$ cat src/rtl/mac_pkg.sv
// mac_pkg: shared widths, FSM state encoding and operand-pair layout for the MAC feeder
package mac_pkg;
  localparam int OPW = 4;
  localparam int ACCW = 8;
  localparam logic [2:0] S_IDLE = 3'd0;
  localparam logic [2:0] S_CLEAR = 3'd1;
  localparam logic [2:0] S_RUN = 3'd2;
  localparam logic [2:0] S_DRAIN = 3'd3;
  localparam logic [2:0] S_DONE = 3'd4;
  typedef struct packed {
    logic [OPW-1:0] a;
    logic [OPW-1:0] b;
  } pair_t;
endpackage

$ cat src/rtl/mac_operand_buffer.sv
// mac_operand_buffer: DEPTH x {a,b} register file, one write port, async read port, no reset
module mac_operand_buffer
  import mac_pkg::*;
#(
  parameter int DEPTH = 8,
  localparam int AW = $clog2(DEPTH)
) (
  input  logic              clk,
  input  logic              we,
  input  logic [AW-1:0]     waddr,
  input  logic [2*OPW-1:0]  wdata,
  input  logic [AW-1:0]     raddr,
  output logic [2*OPW-1:0]  rdata
);
  logic [2*OPW-1:0] mem [DEPTH];
  always_ff @(posedge clk)
    if (we) mem[waddr] <= wdata;
  assign rdata = mem[raddr];
endmodule

$ cat src/rtl/mac_operand_sequencer.sv
// mac_operand_sequencer: buffers operand pairs and streams them into the MAC as a dot-product run
module mac_operand_sequencer
  import mac_pkg::*;
#(
  parameter int DEPTH = 8,
  localparam int AW = $clog2(DEPTH)
) (
  input  logic            clk,
  input  logic            rst,
  input  logic            load_valid,
  output logic            load_ready,
  input  logic [OPW-1:0]  load_a,
  input  logic [OPW-1:0]  load_b,
  input  logic            start,
  output logic            busy,
  output logic            mac_en,
  output logic            mac_clr,
  output logic [OPW-1:0]  mac_a,
  output logic [OPW-1:0]  mac_b,
  input  logic [ACCW-1:0] mac_acc,
  output logic [ACCW-1:0] result,
  output logic            result_valid
);
  logic [2:0] state, nxt;
  logic [AW:0] count;
  logic [AW-1:0] rd_ptr, rd_nxt;
  logic we, last;
  pair_t rd_pair;
  assign busy = state != S_IDLE;
  assign load_ready = state == S_IDLE && count < (AW+1)'(DEPTH) && !start;
  assign we = load_valid && load_ready;
  assign last = {1'b0, rd_ptr} == count - (AW+1)'(1);
  mac_operand_buffer #(.DEPTH(DEPTH)) u_buf (
    .clk(clk),
    .we(we),
    .waddr(count[AW-1:0]),
    .wdata({load_a, load_b}),
    .raddr(rd_nxt),
    .rdata(rd_pair)
  );
  always_comb begin
    nxt = state == S_IDLE  ? ((start && count != '0) ? S_CLEAR : S_IDLE) :
          state == S_CLEAR ? S_RUN :
          state == S_RUN   ? (last ? S_DRAIN : S_RUN) :
          state == S_DRAIN ? S_DONE : S_IDLE;
    rd_nxt = state == S_RUN ? rd_ptr + AW'(1) : '0;
  end
  // outputs are registered from the next state so they line up with the state they describe
  always_ff @(posedge clk or posedge rst)
    if (rst) begin
      state <= S_IDLE;
      count <= '0;
      rd_ptr <= '0;
      mac_clr <= 1'b0;
      mac_en <= 1'b0;
      mac_a <= '0;
      mac_b <= '0;
      result <= '0;
      result_valid <= 1'b0;
    end else begin
      state <= nxt;
      count <= state == S_DONE ? '0 : count + (AW+1)'(we);
      rd_ptr <= rd_nxt;
      mac_clr <= nxt == S_CLEAR;
      mac_en <= nxt == S_RUN;
      mac_a <= nxt == S_RUN ? rd_pair.a : '0;
      mac_b <= nxt == S_RUN ? rd_pair.b : '0;
      result_valid <= nxt == S_DONE;
      if (nxt == S_DONE) result <= mac_acc;
    end
endmodule
$ cat config.mk
export PLATFORM = sky130hd
export DESIGN_NAME = mac_operand_sequencer
export DESIGN_NICKNAME = d
export VERILOG_FILES = /design/src/rtl/mac_pkg.sv /design/src/rtl/mac_operand_buffer.sv /design/src/rtl/mac_operand_sequencer.sv
export SDC_FILE = /design/constraint.sdc
export NUM_CORES = 1
export LEC_CHECK = 0
export CORE_UTILIZATION = 56
export CTS_CLUSTER_DIAMETER = 40
export CTS_CLUSTER_SIZE = 10
export DETAILED_ROUTE_END_ITERATION = 7
export HOLD_SLACK_MARGIN = 0.03
export PLACE_DENSITY = 0.79
export REMOVE_ABC_BUFFERS = 1
export SYNTH_ARGS = -nofsm -noshare
export SYNTH_HDL_FRONTEND = slang
export SYNTH_SLANG_ARGS = --single-unit
$ cat constraint.sdc
create_clock -name clk -period 2.5 [get_ports clk]
set_input_delay 0.375 -clock clk [delete_from_list [all_inputs] [get_ports clk]]
set_output_delay 0.375 -clock clk [all_outputs]
set_load 0.02 [all_outputs]
==> results of run 1 <==
==> tightest hold or removal path, delay by kind of cell <==
family | cells | cell delay (ps)
buffers and inverters | 3 | 780
==> Yosys cell counts <==
master | n | share of area [%]
edfxtp_1 | 64 | 51
nand2_1 | 44 | 4.4
dfrtp_1 | 29 | 19
nand3_1 | 23 | 3.1
mux2i_1 | 16 | 4.3
nor2_1 | 11 | 1.1
o21ai_0 | 9 | 1.2
and4_1 | 7 | 1.6
o2111ai_1 | 7 | 1.6
inv_1 | 6 | 0.60
xnor2_1 | 6 | 1.4
ha_1 | 5 | 1.7
buf_2 | 4 | 0.53
nand2b_1 | 4 | 0.66
nor3_1 | 4 | 0.53
clkinv_1 | 3 | 0.30
nor2b_1 | 3 | 0.50
xor2_1 | 3 | 0.70
buf_6 | 2 | 0.60
clkbuf_1 | 2 | 0.20
nor3b_1 | 2 | 0.40
a211oi_1 | 1 | 0.20
a21o_1 | 1 | 0.20
a31o_2 | 1 | 0.23
a31oi_2 | 1 | 0.33
a32oi_1 | 1 | 0.23
buf_4 | 1 | 0.20
buf_8 | 1 | 0.40
nor3_2 | 1 | 0.27
nor4b_4 | 1 | 0.63
nor4bb_1 | 1 | 0.27
o211a_1 | 1 | 0.27
o21ai_1 | 1 | 0.13
o22ai_1 | 1 | 0.17
or2_2 | 1 | 0.17
or3_1 | 1 | 0.17
or3b_1 | 1 | 0.23
or4b_1 | 1 | 0.27
==> sequential cells by signal (all words and copies together), names as in the netlist <==
register and cells:
u_buf.mem 64, result 8, count 4, mac_a 4, mac_b 4, rd_ptr 3, state 3, mac_clr 1
mac_en 1, result_valid 1
==> how the worst max path moves through the flow <==
stage                   start               to  slack, ps  depth (start not counted)
floorplan           rd_ptr[0]         mac_a[0]      -1410                          5
global placement     state[0]  u_buf.mem[7][4]        330                          5
detailed placement   state[0]  u_buf.mem[7][4]        310                          5
CTS                  state[0]             busy        200                          2
global route        rd_ptr[0]         mac_b[2]        110                          6
finish               state[0]             busy        210                          2
==> power by group through the flow <==
stage,clock (W),combinational (W),sequential [W]
2_1_floorplan,0,0.000777,0.00223
3_3_place_gp,0,0.00152,0.00209
3_5_place_dp,0,0.00155,0.00210
4_1_cts,0.000994,0.00155,0.00206
5_1_grt,0.00106,0.00169,0.00209
6_report,0.000984,0.00154,0.00206
==> per-layer routing <==
metal  global-route usage [%]  part of all wire, %  wire, um  vias up
met5                        0                    0         0        -
met4                     7.68                  1.6       119        0
met3                     5.44                  6.5       488       10
met2                     36.6                   50      3720       85
met1                     31.9                   42      3150     1108
li1                         -                    -         -     1094
==> kinds of logic after synthesis <==
group | count (synthesis)
buf+inv | 19
fa+ha+maj | 5
mux | 16
simple gates | 105
compound gates | 24
xor+xnor | 9
flops | 93
==> stage by stage <==
stage,total power [W],instances,cell area [um^2],setup TNS [ps]
3_5_place_dp,0.00365,390,4310,0
5_1_grt,0.00484,406,4510,0
2_1_floorplan,0.00300,261,3690,-12290
6_report,0.00459,406,4510,0
3_3_place_gp,0.00361,390,4310,0
4_1_cts,0.00461,406,4510,0
==> layout by cell type, fill, tap and decap left out, drive strengths merged, types with 9 or more instances in the layout <==
cell / instances
buf: 12
clkbuf: 9
clkdlybuf4s50: 39
dfrtp: 29
edfxtp: 64
inv: 10
mux2i: 16
nand2: 44
nand3: 23
nor2: 11
o21ai: 10
==> final cells by class <==
class / count / area share [%]
Tap cell: 77 / 2.14
Clock inverter: 7 / 1.69
Inverter: 9 / 0.750
Sequential cell: 93 / 58.8
Clock buffer: 9 / 2.75
Timing Repair Buffer: 52 / 11.1
Multi-Input combinational cell: 159 / 22.8
==> timing repair <==
item / in CTS / in global routing
resized for setup: 1 / 0
setup buffers: 0 / 0
hold endpoints to repair: 0 / 0
endpoints found under the setup margin: 1 / 0
hold buffers: 0 / 0
==> results.md, run 1 <==
- Failing checks: DRC
- Hold Worst Slack: 387 ps
- Synthesized-area fraction occupied by adder cells: 1.66%
- Global route total overflow: 0
- Clk slew on worst S/H paths: 100 ps
- Sw Ratio: 35.6%
- P_int: 0.00296 W
- Hold Vio Cnt, Final: 0
- CTS tree: done
- Setup Skew: 4.77 ps
- Hpwl dp: 5160 um
- Critical Path RT: 2120 ps
- Layout cells sized above 1: 10.3%
- Endpoints failing setup: 0
- Cell Chain, Critical Path: or3_1, clkdlybuf4s50_1
- Clock Latency Late Sink: 360 ps
- Register area share after synthesis: 70.3%
- Final period utilization: 91.6%
- PD cells: 1020 mW/mm^2
- Slew headroom: 58.4%
- Type of the worst setup path: reg2out
- FILL cells: 433
- Clock sinks: 93
- Port Buffer Count: 40
- Worst hold path type: in2async
- Initial Util: 58.6%
- Worst-Margin Slew: 620 ps
- Buffer and inverter count on the worst path: 1
- Die Wd: 84.0 um
- Core area: 0.00642 mm^2
- Largest net degree at the start of global routing: 30
- Die Area: 0.00706 mm^2
- Fin nets: 349
- Top delay family on crit path: buffers and inverters
- Reg2Reg Setup Slack: 270 ps
- Vias in the first global route: 2207
- Worst r2r dst: u_buf.mem[7][4]
- Main combinational cell family by area after synthesis: simple AND/OR/NAND/NOR gates
- Peak VDD IR: 507 uV
- Routed vias: 2297
- Cells after synthesis: 271
- I/O pins: 41
- Synth Area in Simple Gates: 14.3%
- Multi-input gate area: 0.00103 mm^2
- Status: finished, violations left
- Yosys warns: 0
- Worst setup SP type: flop
- Share of power burned in registers: 44.9%
- Antenna viol nets, final: 0
- Count of distinct cell types in the synthesized netlist: 38
- Slew Viols, Final: 0
- Combinational fraction of design power: 33.6%
- Maxcap violations: 0
- Synth Area in XOR/XNOR: 2.09%
- Avg Inst Size Synth: 13.9 um^2
- Place WS: 307 ps
- Drt first-iter violations: 285
- Max incr delay on CP: 580 ps
- Mux share of post-synthesis cell area: 4.25%
- Final Util: 70.2%
- Clock power share: 21.4%
- Cell Rows: 29
- Final worst-path setup slack: 211 ps
- Tmin final: 2290 ps
- Initial antenna violation count: 0
- Via density: 5.66
- Reg2Reg Depth: 5
- Die height: 84.0 um
- Drt first pass iters: 6
- Cts bufs inserted: 9
- Synthesized flop and latch total: 93
- Ant diodes: 0
- CP endpoint kind: output port
- Clock H-tree levels: 3
- RSZ-0062 raised after global routing: no
- Arr. time, crit path: 1910 ps
- Netlist Area Pre-Place: 0.00376 mm^2
- First-pass GRT wire length: 11800 um
- Max Buffers Root-to-Sink: 2
- Synthesis-to-finish area growth: 19.7%
- # DRC: 10
- Global placement routability congestion: 0.904
- Total GRT Usage: 23.1%
- Slowest cell on crit path: clkdlybuf4s50_1
- Reg2reg start: state[0]
- Synth Area in Compound Gates: 4.59%
- FMAX: 437 MHz
- Sw power: 0.00163 W
- Leak Pwr: 1.69 nW
- Reg area: 0.00265 mm^2
- WL final: 7480 um
- Crit-path max FO: 9
- Wire per inst: 18.4 um
- Clk root buf: clkbuf_8
Note: power is estimated with default switching activity, not from simulation.
==> run 2, diff against run 1 <==
PLACE_DENSITY = 0.78   (was 0.79)
clock period = 2.47 ns   (was 2.5 ns; I/O delays follow)
==> run 2 against run 1 <==
Effect of this change: the run still ends with DRC left; utilization increased by 0.82 points; count of clock-buffer cells in the layout unchanged; global-route usage decreased by 0.33 points; sequential cell count unchanged; via count increased by 1.7%; sequential power about the same; first-iteration DRC count decreased by 25%; non-clock buffer count increased by 1; critical path type unchanged.
==> results.md, run 2 (synthesized netlist as in run 1, its figures left out) <==
- Status: finished, violations left
- Failing checks: DRC
- Type of the worst setup path: reg2out
- Slowest cell on crit path: clkdlybuf4s50_1
- Placed Instances: 391 (+0.26%)
- Drt first pass iters: 8 (+2)
- Crit-path max FO: 9 (unchanged)
- Vias in the first global route: 2267 (+2.7%)
- Largest net degree at the start of global routing: 30 (unchanged)
- Routed vias: 2337 (+1.7%)
- Clk root buf: clkbuf_8
- Hpwl dp: 4910 um (-4.9%)
- Place WS: 363 ps (+56.4 ps)
- FMAX: 448 MHz
- Final period utilization: 90.4%
- Initial antenna violation count: 0 (unchanged)
- Core area: 0.00642 mm^2 (unchanged)
- Synthesis-to-finish area growth: 21.1%
- Layout cells sized above 1: 10.6% (+0.27 points)
- Drt first-iter violations: 213 (-25%)
- Cell Chain, Critical Path: or3_1, clkdlybuf4s50_1
- Slew Viols, Final: 0 (unchanged)
- Clock H-tree levels: 3 (unchanged)
- Arr. time, crit path: 1860 ps (-50 ps)
- Post-CTS Setup Repair Bufs: 0 (unchanged)
- Leading registers by flop count: u_buf.mem (64), result (8)
- Clock sinks: 93 (unchanged)
- I/O pins: 41 (unchanged)
- Cts hold-fix bufs: 0 (unchanged)
- Hold Vio Cnt, Final: 0 (unchanged)
- Worst-Margin Slew: 556 ps (-64.2 ps)
- Die height: 84.0 um (unchanged)
- Global route total overflow: 0 (unchanged)
- Antenna viol nets, final: 0 (unchanged)
- Reg2Reg Setup Slack: 320 ps (+50 ps)
- Slew headroom: 62.7% (+4.3 points)
- RSZ-0062 raised after global routing: no
- Maxcap violations: 0 (unchanged)
- Commonest non-fill, non-tap cell in the layout: edfxtp_1
- Final worst-path setup slack: 237 ps (+26.5 ps)
- Initial Util: 58.6% (unchanged)
- PD cells: 1070 mW/mm^2 (+5.0%)
- Max incr delay on CP: 570 ps (about the same)
- Port Buffer Count: 40 (unchanged)
- Peak VDD IR: 535 uV (+5.4%)
- Most frequent cells in the layout: 64 x edfxtp_1, 44 x nand2_1, 39 x clkdlybuf4s50_1
- Total GRT Usage: 22.8% (-0.33 points)
- Via density: 5.74 (+1.5%)
- Endpoints failing setup: 0 (unchanged)
- Worst hold path type: in2async
- First-pass GRT wire length: 11400 um (-3.5%)
- Die Wd: 84.0 um (unchanged)
- Non-Filler Instances: 407 (+0.25%)
- Die Area: 0.00706 mm^2 (unchanged)
- Max Buffers Root-to-Sink: 2 (unchanged)
- Critical Path RT: 2100 ps (-20 ps)
- Total power: 0.00488 W (+6.3%)
- Worst setup SP type: flop
- WL final: 7330 um (-2.0%)
- Wire per inst: 18.0 um (-2.3%)
- Setup Skew: 11.6 ps (+6.85 ps)
- # DRC: 12 (+2)
- Most flops, register: u_buf.mem
- Ant diodes: 0 (unchanged)
- CP endpoint kind: output port
- CTS tree: done
- Clk slew on worst S/H paths: 90 ps (about the same)
- Leak Pwr: 1.72 nW (+1.5%)
- Cts bufs inserted: 9 (unchanged)
- Global placement routability congestion: 0.804 (-11%)
- Fin nets: 350 (+0.29%)
- Hold Worst Slack: 390 ps (+2.25 ps)
- Clock Latency Late Sink: 350 ps (about the same)
- Tmin final: 2230 ps
- Largest register FFs: 64 (unchanged)
- FILL cells: 435 (+0.46%)
- Cell Rows: 29 (unchanged)
- Total Neg Setup Slack: 0 ps (unchanged)
run 2: changes by cell type in the layout (fill, tap and decap cells not counted), sizes merged:
cell / delta
buf: +1
inv: -3
bufinv: +3
run 2: repair_timing:
item,in CTS,in global routing
resized for setup,1,0
endpoints found under the hold margin,0,0
setup endpoints to repair,1,0
run 2: worst max-delay path, delay by kind of cell, from the launching register on:
kind / cells / cell delay, ps
simple gates: 1 / 460
buf+inv: 1 / 570
flops: 1 / 480
run 2: per-layer routing:
metal	wire length, um	vias to the layer above	track usage, %	share of wire [%]
met5	0	-	0	0
met4	213	0	13.0	2.9
met3	601	14	5.44	8.2
met2	3550	106	35.1	48
met1	2960	1122	29.9	40
li1	-	1095	-	-
run 2: per-stage QoR:
stage,instance area (um^2),utilization (%)
6_report,4560,71.0
5_1_grt,4560,71.0
4_1_cts,4560,71.0
3_5_place_dp,4310,67.2
3_3_place_gp,4310,67.2
2_1_floorplan,3690,-
run 2: where the power goes:
part	switching (W)	total, W	internal (W)
sequential	0.000163	0.00207	0.00191
clock	0.000523	0.00120	0.000677
combinational	0.000915	0.00161	0.000695
total	0.00160	0.00488	0.00328
run 2: area by class of cell:
cell class | count | area (um^2) | share of cell area (%)
flip-flops and latches | 93 | 2650 | 58.1
multi-input cells | 159 | 1030 | 22.5
repair buffers | 53 | 509 | 11.2
clock buffers | 9 | 124 | 2.72
clock inverters | 7 | 121 | 2.66
well taps | 77 | 96.3 | 2.11
inverters | 9 | 33.8 | 0.741
run 2: path summary, 6_finish.rpt:
path	end	depth (start not counted)	from
max	busy	2	state[0]
min	mac_en	3	rst
max reg2reg	u_buf.mem[1][7]	5	state[0]
min reg2reg	result[6]	2	result[6]
max in group asynchronous	mac_b[2]	3	rst
min in group clk	result[6]	2	result[6]
